**src/rtl/wb_stage_pipe.sv**
```systemverilog
// Write-back stage: picks ALU/load/PC+4/IMM, formats loads,
// waits on memory, drives the register file and a retire count.
// Ports: in_valid_i/in_ready_o handshake from MEM, flush_i,
//   rd_i/rd_we_i/wb_sel_i/funct3_i/addr_lo_i/alu_i/pc_4_i/imm_i,
//   mem_rsp_valid_i/mem_i load response, rf_we_o/rf_waddr_o/
//   rf_wdata_o register-file write, busy_o, retired_o.
module wb_stage_pipe #(
  parameter int XLEN  = 32,
  parameter int RF_AW = 5,
  parameter int CNT_W = 32
) (
  input  logic                        clk,
  input  logic                        rst,
  input  logic                        in_valid_i,
  output logic                        in_ready_o,
  input  logic                        flush_i,
  input  logic [RF_AW-1:0]            rd_i,
  input  logic                        rd_we_i,
  input  logic [1:0]                  wb_sel_i,
  input  logic [2:0]                  funct3_i,
  input  logic [$clog2(XLEN/8)-1:0]   addr_lo_i,
  input  logic [XLEN-1:0]             alu_i,
  input  logic [XLEN-1:0]             pc_4_i,
  input  logic [XLEN-1:0]             imm_i,
  input  logic                        mem_rsp_valid_i,
  input  logic [XLEN-1:0]             mem_i,
  output logic                        rf_we_o,
  output logic [RF_AW-1:0]            rf_waddr_o,
  output logic [XLEN-1:0]             rf_wdata_o,
  output logic                        busy_o,
  output logic [CNT_W-1:0]            retired_o
);

  localparam int AW = $clog2(XLEN/8);

  typedef enum logic [1:0] {
    IDLE,
    WAIT_MEM,
    WRITE,
    DRAIN
  } state_t;

  state_t state_q, state_d;

  logic             xfer;
  logic             is_load;
  logic             new_wr;
  logic             load_wr;
  logic [XLEN-1:0]  sel_val;

  logic [RF_AW-1:0] rd_q;
  logic             rd_we_q;
  logic [2:0]       f3_q;
  logic [AW-1:0]    lo_q;

  function automatic logic [XLEN-1:0] fmt_load(
    input logic [XLEN-1:0] d,
    input logic [2:0]      f3,
    input logic [AW-1:0]   lo
  );
    logic [AW+2:0]   bsh;
    logic [AW+2:0]   hsh;
    logic [AW+2:0]   wsh;
    logic [XLEN-1:0] b;
    logic [XLEN-1:0] h;
    logic [XLEN-1:0] w;
    logic [XLEN-1:0] r;
    bsh = {lo, 3'b000};
    // half/word lanes ignore the low offset bits
    hsh = (bsh >> 4) << 4;
    wsh = (bsh >> 5) << 5;
    b = d >> bsh;
    h = d >> hsh;
    w = d >> wsh;
    r = d;
    case (f3)
      3'b000: r = XLEN'($signed(b[7:0]));
      3'b100: r = XLEN'(b[7:0]);
      3'b001: r = XLEN'($signed(h[15:0]));
      3'b101: r = XLEN'(h[15:0]);
      3'b010: r = XLEN'($signed(w[31:0]));
      3'b110: r = (XLEN == 64) ? XLEN'(w[31:0]) : d;
      default: r = d;
    endcase
    return r;
  endfunction

  assign in_ready_o = rst & !flush_i &
                      (state_q == IDLE || state_q == WRITE);
  assign xfer    = in_valid_i & in_ready_o;
  assign is_load = (wb_sel_i == 2'b01);
  assign busy_o  = (state_q != IDLE);
  assign new_wr  = xfer & !is_load;
  assign load_wr = (state_q == WAIT_MEM) & !flush_i &
                   mem_rsp_valid_i;

  always_comb begin
    sel_val = alu_i;
    case (wb_sel_i)
      2'b10:   sel_val = pc_4_i;
      2'b11:   sel_val = imm_i;
      default: sel_val = alu_i;
    endcase
  end

  always_comb begin
    state_d = state_q;
    unique case (state_q)
      IDLE, WRITE: begin
        if (xfer)
          state_d = is_load ? WAIT_MEM : WRITE;
        else
          state_d = IDLE;
      end
      WAIT_MEM: begin
        if (flush_i)
          state_d = mem_rsp_valid_i ? IDLE : DRAIN;
        else if (mem_rsp_valid_i)
          state_d = WRITE;
      end
      DRAIN: begin
        if (mem_rsp_valid_i)
          state_d = IDLE;
      end
      default: state_d = IDLE;
    endcase
  end

  always_ff @(posedge clk or negedge rst) begin
    if (!rst)
      state_q <= IDLE;
    else
      state_q <= state_d;
  end

  always_ff @(posedge clk or negedge rst) begin
    if (!rst) begin
      rd_q    <= '0;
      rd_we_q <= 1'b0;
      f3_q    <= '0;
      lo_q    <= '0;
    end else if (xfer) begin
      rd_q    <= rd_i;
      rd_we_q <= rd_we_i;
      f3_q    <= funct3_i;
      lo_q    <= addr_lo_i;
    end
  end

  // outputs load on entry to WRITE and hold until the next one
  always_ff @(posedge clk or negedge rst) begin
    if (!rst) begin
      rf_we_o    <= 1'b0;
      rf_waddr_o <= '0;
      rf_wdata_o <= '0;
      retired_o  <= '0;
    end else if (new_wr) begin
      rf_we_o    <= rd_we_i & (rd_i != '0);
      rf_waddr_o <= rd_i;
      rf_wdata_o <= sel_val;
      retired_o  <= retired_o + CNT_W'(1);
    end else if (load_wr) begin
      rf_we_o    <= rd_we_q & (rd_q != '0);
      rf_waddr_o <= rd_q;
      rf_wdata_o <= fmt_load(mem_i, f3_q, lo_q);
      retired_o  <= retired_o + CNT_W'(1);
    end else begin
      rf_we_o    <= 1'b0;
    end
  end

endmodule

```
**config.mk**
```make
export PLATFORM = sky130hd
export DESIGN_NAME = wb_stage_pipe
export DESIGN_NICKNAME = d
export VERILOG_FILES = /design/src/rtl/wb_stage_pipe.sv
export SDC_FILE = /design/constraint.sdc
export NUM_CORES = 1
export LEC_CHECK = 0
export ABC_AREA = 1
export BUFFER_PORTS_ARGS = -buffer_cell sky130_fd_sc_hd__buf_2
export CAP_MARGIN = 20
export CORE_MARGIN = 8
export CORE_UTILIZATION = 54
export DETAILED_ROUTE_END_ITERATION = 8
export HOLD_SLACK_MARGIN = 0.15
export PLACE_DENSITY = 0.95
export SYNTH_ARGS = -nofsm -noshare
export SYNTH_HDL_FRONTEND = slang
export SYNTH_SLANG_ARGS = --single-unit
```
**constraint.sdc**
```tcl
create_clock -name clk -period 4.48 [get_ports clk]
set_input_delay 0.448 -clock clk [delete_from_list [all_inputs] [get_ports clk]]
set_output_delay 0.448 -clock clk [all_outputs]
set_load 0.02 [all_outputs]
```
* Yosys cells after proc, flatten, opt, wreduce, memory -nomap -nowiden
Cells that the tools add are included.
** Cells by class
- Add/sub/neg operators :: 1
- Multiply operators :: 0
- Divide/modulo/power cells :: 0
- Order comparisons :: 0
- Eq/ne operators :: 11
- Shift-type cells :: 2
- Muxes and demuxes :: 17
- Bitwise operators :: 8
- Reduce and logical (&&, ||, !) cells :: 11
** Operators with widths (count)
- 32-bit 2-to-1 mux :: 4
- 32-bit one-hot mux with 4 select lines :: 1
- 32-bit one-hot mux with 2 select lines :: 1
- 32-bit by 1-bit adder with 32-bit output, second input constant :: 1
- 32-bit by 5-bit >> shifter with 16-bit output :: 1
- 32-bit by 5-bit >> shifter with 8-bit output :: 1
- 2-bit 2-to-1 mux :: 6
- 5-bit 2-to-1 mux :: 2
- 5-bit nonzero test :: 2
- 1-bit bitwise AND :: 8
- 2-bit equality test, second input constant :: 4
- 3-bit equality test, second input constant :: 2
- 2-bit one-hot mux with 3 select lines :: 1
- 2-bit by 1-bit equality test with 1-bit output, second input constant :: 2
- 2-bit nonzero test :: 2
- 3-bit by 1-bit equality test with 1-bit output, second input constant :: 1
- 3-bit zero test :: 1
- 3-bit inequality test, second input constant :: 1
- 1-bit zero test :: 2
- 2-bit zero test :: 1
- 1-bit 2-to-1 mux :: 2
- 2-bit inequality test, second input constant :: 1
- 2-bit AND reduction :: 1
- 2-bit OR reduction :: 1
- 1-bit logical OR :: 1
** Storage, ports and cells
- Register bits after elaboration :: 83
- Bits in latches :: 0
- Memory bits (writable) :: 0
- ROM bits :: 0
- Bits of input ports :: 146
- Output and inout bits :: 72
- Word-level logic and storage cells :: 59
- Memories kept :: 0

* Logic depth before layout (Yosys ltp)
- Depth after elaboration :: 6
- Mapped depth :: 10
- Mapped depth without buffers :: 10

* Worst setup path before layout
Ideal clock, no wire load.
- Path type :: reg2reg
- Start point :: register retired_o[0]
- End point :: register retired_o[30]
- Setup time :: 0.117 ns
- Arrival :: 1.460 ns
- Data required time :: 4.363 ns
- Slack :: 2.904 ns
- Cell stages (with the launch flop) :: 11
- Path buffers :: 0
- Clock period less this slack :: 1.576 ns
- Cell sequence :: dfrtp_1 ha_1 inv_1 nor2_1 nand2_1 nor2_1 nand2_1 nand2_1 nand2_1 nand2_1 nand2_1
** On the way
- Longest elaborated chain between the ends :: 3
** RTL lines
- from (decl) :: RTL line 31 : output logic [CNT_W-1:0] retired_o
- from (signal assigned) :: RTL line 161 : retired_o <= retired_o + CNT_W'(1);
- from (signal assigned) :: RTL line 166 : retired_o <= retired_o + CNT_W'(1);
- 32-bit by 1-bit adder with 32-bit output (*) :: RTL line 161, 166
- 32-bit 2-to-1 mux :: RTL line 162 : end else if (load_wr) begin
- 32-bit 2-to-1 mux (*) :: RTL line 157 : end else if (new_wr) begin
Mark *: on every way between the ends. The rest lies on a longest branch, timed or not. The select of a mux whose other input is x is not followed.
A chain may end at the register's enable or synchronous reset.

* Final worst setup path
- Start point :: input port rst
- End point :: register rf_wdata_o[18]
** On the way
- Longest elaborated chain between the ends :: 5
- Elaborated cells on any way between the ends :: 6
- Classes of those cells :: mux: 1; bitwise: 4; reduce/logical: 1
** RTL lines
- from (decl) :: RTL line 13 : input logic rst,
- 1-bit bitwise AND (*) (2 in series) :: RTL line 88 : assign in_ready_o = rst & !flush_i &
- 1-bit bitwise AND (*) :: RTL line 90 : assign xfer = in_valid_i & in_ready_o;
- 1-bit bitwise AND (*) :: RTL line 93 : assign new_wr = xfer & !is_load;
- 32-bit 2-to-1 mux / 2-bit nonzero test (equally long branches)
- to (signal assigned) :: RTL line 160 : rf_wdata_o <= sel_val;
- to (signal assigned) :: RTL line 165 : rf_wdata_o <= fmt_load(mem_i, f3_q, lo_q);
- to (decl) :: RTL line 29 : output logic [XLEN-1:0] rf_wdata_o,
Mark *: on every way between the ends. The rest lies on a longest branch, timed or not.

==> impl_metrics.ini <==
[worst_setup_path]
cp-end-kind = register
critPathMaxStageDelay_ns = 0.75
cp-start-kind = input pin
r2r_setup_slack_ns = 1.67
path_cells = dlygate4sd3_1 -> buf_4 -> inv_1 -> nor2_1 -> nand3_2 -> nor2_2 -> nor2_4 -> buf_4 -> nor2_1 -> nand2_1 -> nand2_1
required_ns = 4.77
slowest_stage = nor2_2
crit_fanout = 59
worstSetupPathType = input pin to register
crit_arrival_ns = 3.71

[yosys]
ys_ff_latch = 83
synthFlopType = dfrtp_1
ys_warn_count = 0
yosys.area.top_type = dfrtp_1
yosysUniqueCellTypes = 28
yosys.cell_count.top_type = nand2_1
syn_nets = 1083
yosysTopAreaCellShare_pct = 36.44
synth_seq_area_share_pct = 36.44
ys_async_sr_fraction_pct = 100.0
synthCells = 936
synth_area_um2 = 5700
synth_edf_count = 0
ys_top_cells_by_count = 440 x nand2_1, 109 x nor2_1, 83 x dfrtp_1
syn_area_per_cell_um2 = 6.090
ys_top_cells_by_area = dfrtp_1 36%, nand2_1 29%, nor2_1 7.2%

[run]
cap_violations = 0

[detailed_routing]
drt-total-wl_mm = 19.33
viasPerCell = 5.292
route.detailed.drc = 0
drt_iter0_markers = 616
first_pass_iters = 5
wl_per_cell_um = 15.19
final_antenna_net_count = 0
via_count = 6737

[die]
core_um2 = 10280
start_util_pct = 55.47
ios = 218
fp.dieArea_um2 = 14100
die_y_um = 118.7
die_w_um = 118.7
core.rowCount = 37

[clocking]
cts_htree_levels = 3
ctsRootBufferMaster = clkbuf_8
cts_sinks = 83
clk_pin_slew_ns = 0.10
numCtsBuffers = 9
clock_latency_ns = 0.36
clockBufferDepth = 2
cts_tree = done

[sta]
timing_hold_violations_final = 0
skew_ns = 0.01242
worst_pin_slew_ns = 0.8916
slew_violations = 0
slew_headroom_pct = 40.49
fin_ws_ns = 1.064
setup_viol = 0
finalCritPeriodShare_pct = 76.25
fin_crit_ns = 3.416
setup_tns_ns = 0
rsz0062_at_grt = no
fmax_mhz = 292.7

[global_route]
grt_max_degree = 60
grt_pass1_wl_mm = 31.20
antenna_found_initial = 0
grt-ovfl-total = 0
grt_pass1_vias = 6610
grt_usage_pct = 26.92

[placement]
numPortBuffers = 217
place_ws_ns = 1.269
gp_congestion = 0.9920
dp_hpwl_mm = 14.96

[final_layout]
fin_util_pct = 68.30
final_nets = 1279
layout-drive-gt1-share_pct = 22.69
fillCellCount = 939
insertedDiodeCount = 0
areaGrowthSynthToFinish_pct = 23.13

[run_status]
status = finished clean

[pwr]
power.density_nw_per_um2 = 342.9
ir_drop_uv = 183.0
total_power_w = 0.002407
leakage_nw = 3.917

[min_path]
hold_class = input pin to register
[per-layer routing]
layer | up-vias | global-route usage, % | routed length [µm]
li1 | 3317 | - | -
met1 | 3032 | 29.97 | 7329
met2 | 339 | 46.59 | 9471
met3 | 49 | 8.472 | 1955
met4 | 0 | 11.38 | 579
met5 | - | 0 | 0
[cells by family after synthesis]
group / count (synthesis) / synth area share [%]
and+or+nand+nor: 663 / 47.26
buffers and inverters: 110 / 8.253
DFF: 83 / 36.44
AOI/OAI and AO/OA: 70 / 6.453
xor gates and xnor gates: 9 / 1.383
adders and majority gates: 1 / 0.2195
[worst paths after layout]
kind                                     start        endpoint  cells past startpoint
worst max register to register      state_q[0]  rf_wdata_o[18]                      9
worst max-delay path                       rst  rf_wdata_o[18]                     11
min in group asynchronous                  rst   retired_o[18]                      2
worst min register to register  rf_wdata_o[22]  rf_wdata_o[22]                      2
worst min-delay path                   rd_we_i         rd_we_q                      3
max in group asynchronous                  rst  rf_wdata_o[25]                      3
[placed cells by master, fill, tap and decap left out, drive strengths merged]
cell type    netlist  layout
bufinv             0       1
buf               27     221
ha                 1       1
clkbuf            10      11
dfrtp             83      83
o31ai              1       1
nand4             19      19
or2                4       4
o211ai             6       6
nor2             116     116
a21oi             20      20
o21ai             43      43
nor3               5       5
dlygate4sd3        0       1
nand3             76      76
nand2            442     442
inv               73      77
xor2               9       9
nand3b             1       1
[where the power goes]
part	switching (W)	leakage, nW	total, W	internal, W
sequential	0.000122	1.08	0.00100	0.000881
combinational	0.000540	2.73	0.000818	0.000278
clock	0.000303	0.107	0.000586	0.000284
[registers in the layout, indices dropped and copies added, names as in the netlist]
register and flops:
retired_o 32, rf_wdata_o 32, rd_q 5, rf_waddr_o 5, f3_q 3, lo_q 2, state_q 2, rd_we_q 1
rf_we_o 1
[critical path: cells and delay by family]
family                 cells  cell delay, ns
AND/OR/NAND/NOR            7            1.72
buffers and inverters      4            1.51
[through the flow]
stage	hold slack, ns	instances	instance area [µm²]
after floorplan	0.1524	936	5700
after global placement	0.4581	1255	6785
after detailed placement	0.4602	1255	6785
after CTS	0.2915	1272	7004
after global routing	0.3042	1273	7019
final	0.3014	1273	7019
[what timing repair did]
action                                 4_1_cts  5_1_grt
gates resized for setup                      0        0
buffers inserted                             0        0
endpoints found under the hold margin       42        0
hold buffers                                 1        0
[layout make-up]
cell class	instances	area (µm²)	area share [%]
clock buffer	11	141.4	2.014
clock inverter	5	67.56	0.9626
inverter	73	274.0	3.904
multi-input combinational	743	3153	44.92
sequential	83	2077	29.59
tap	136	170.2	2.424
timing repair buffer	222	1136	16.19
Note: power is estimated with default switching activity, not from simulation.
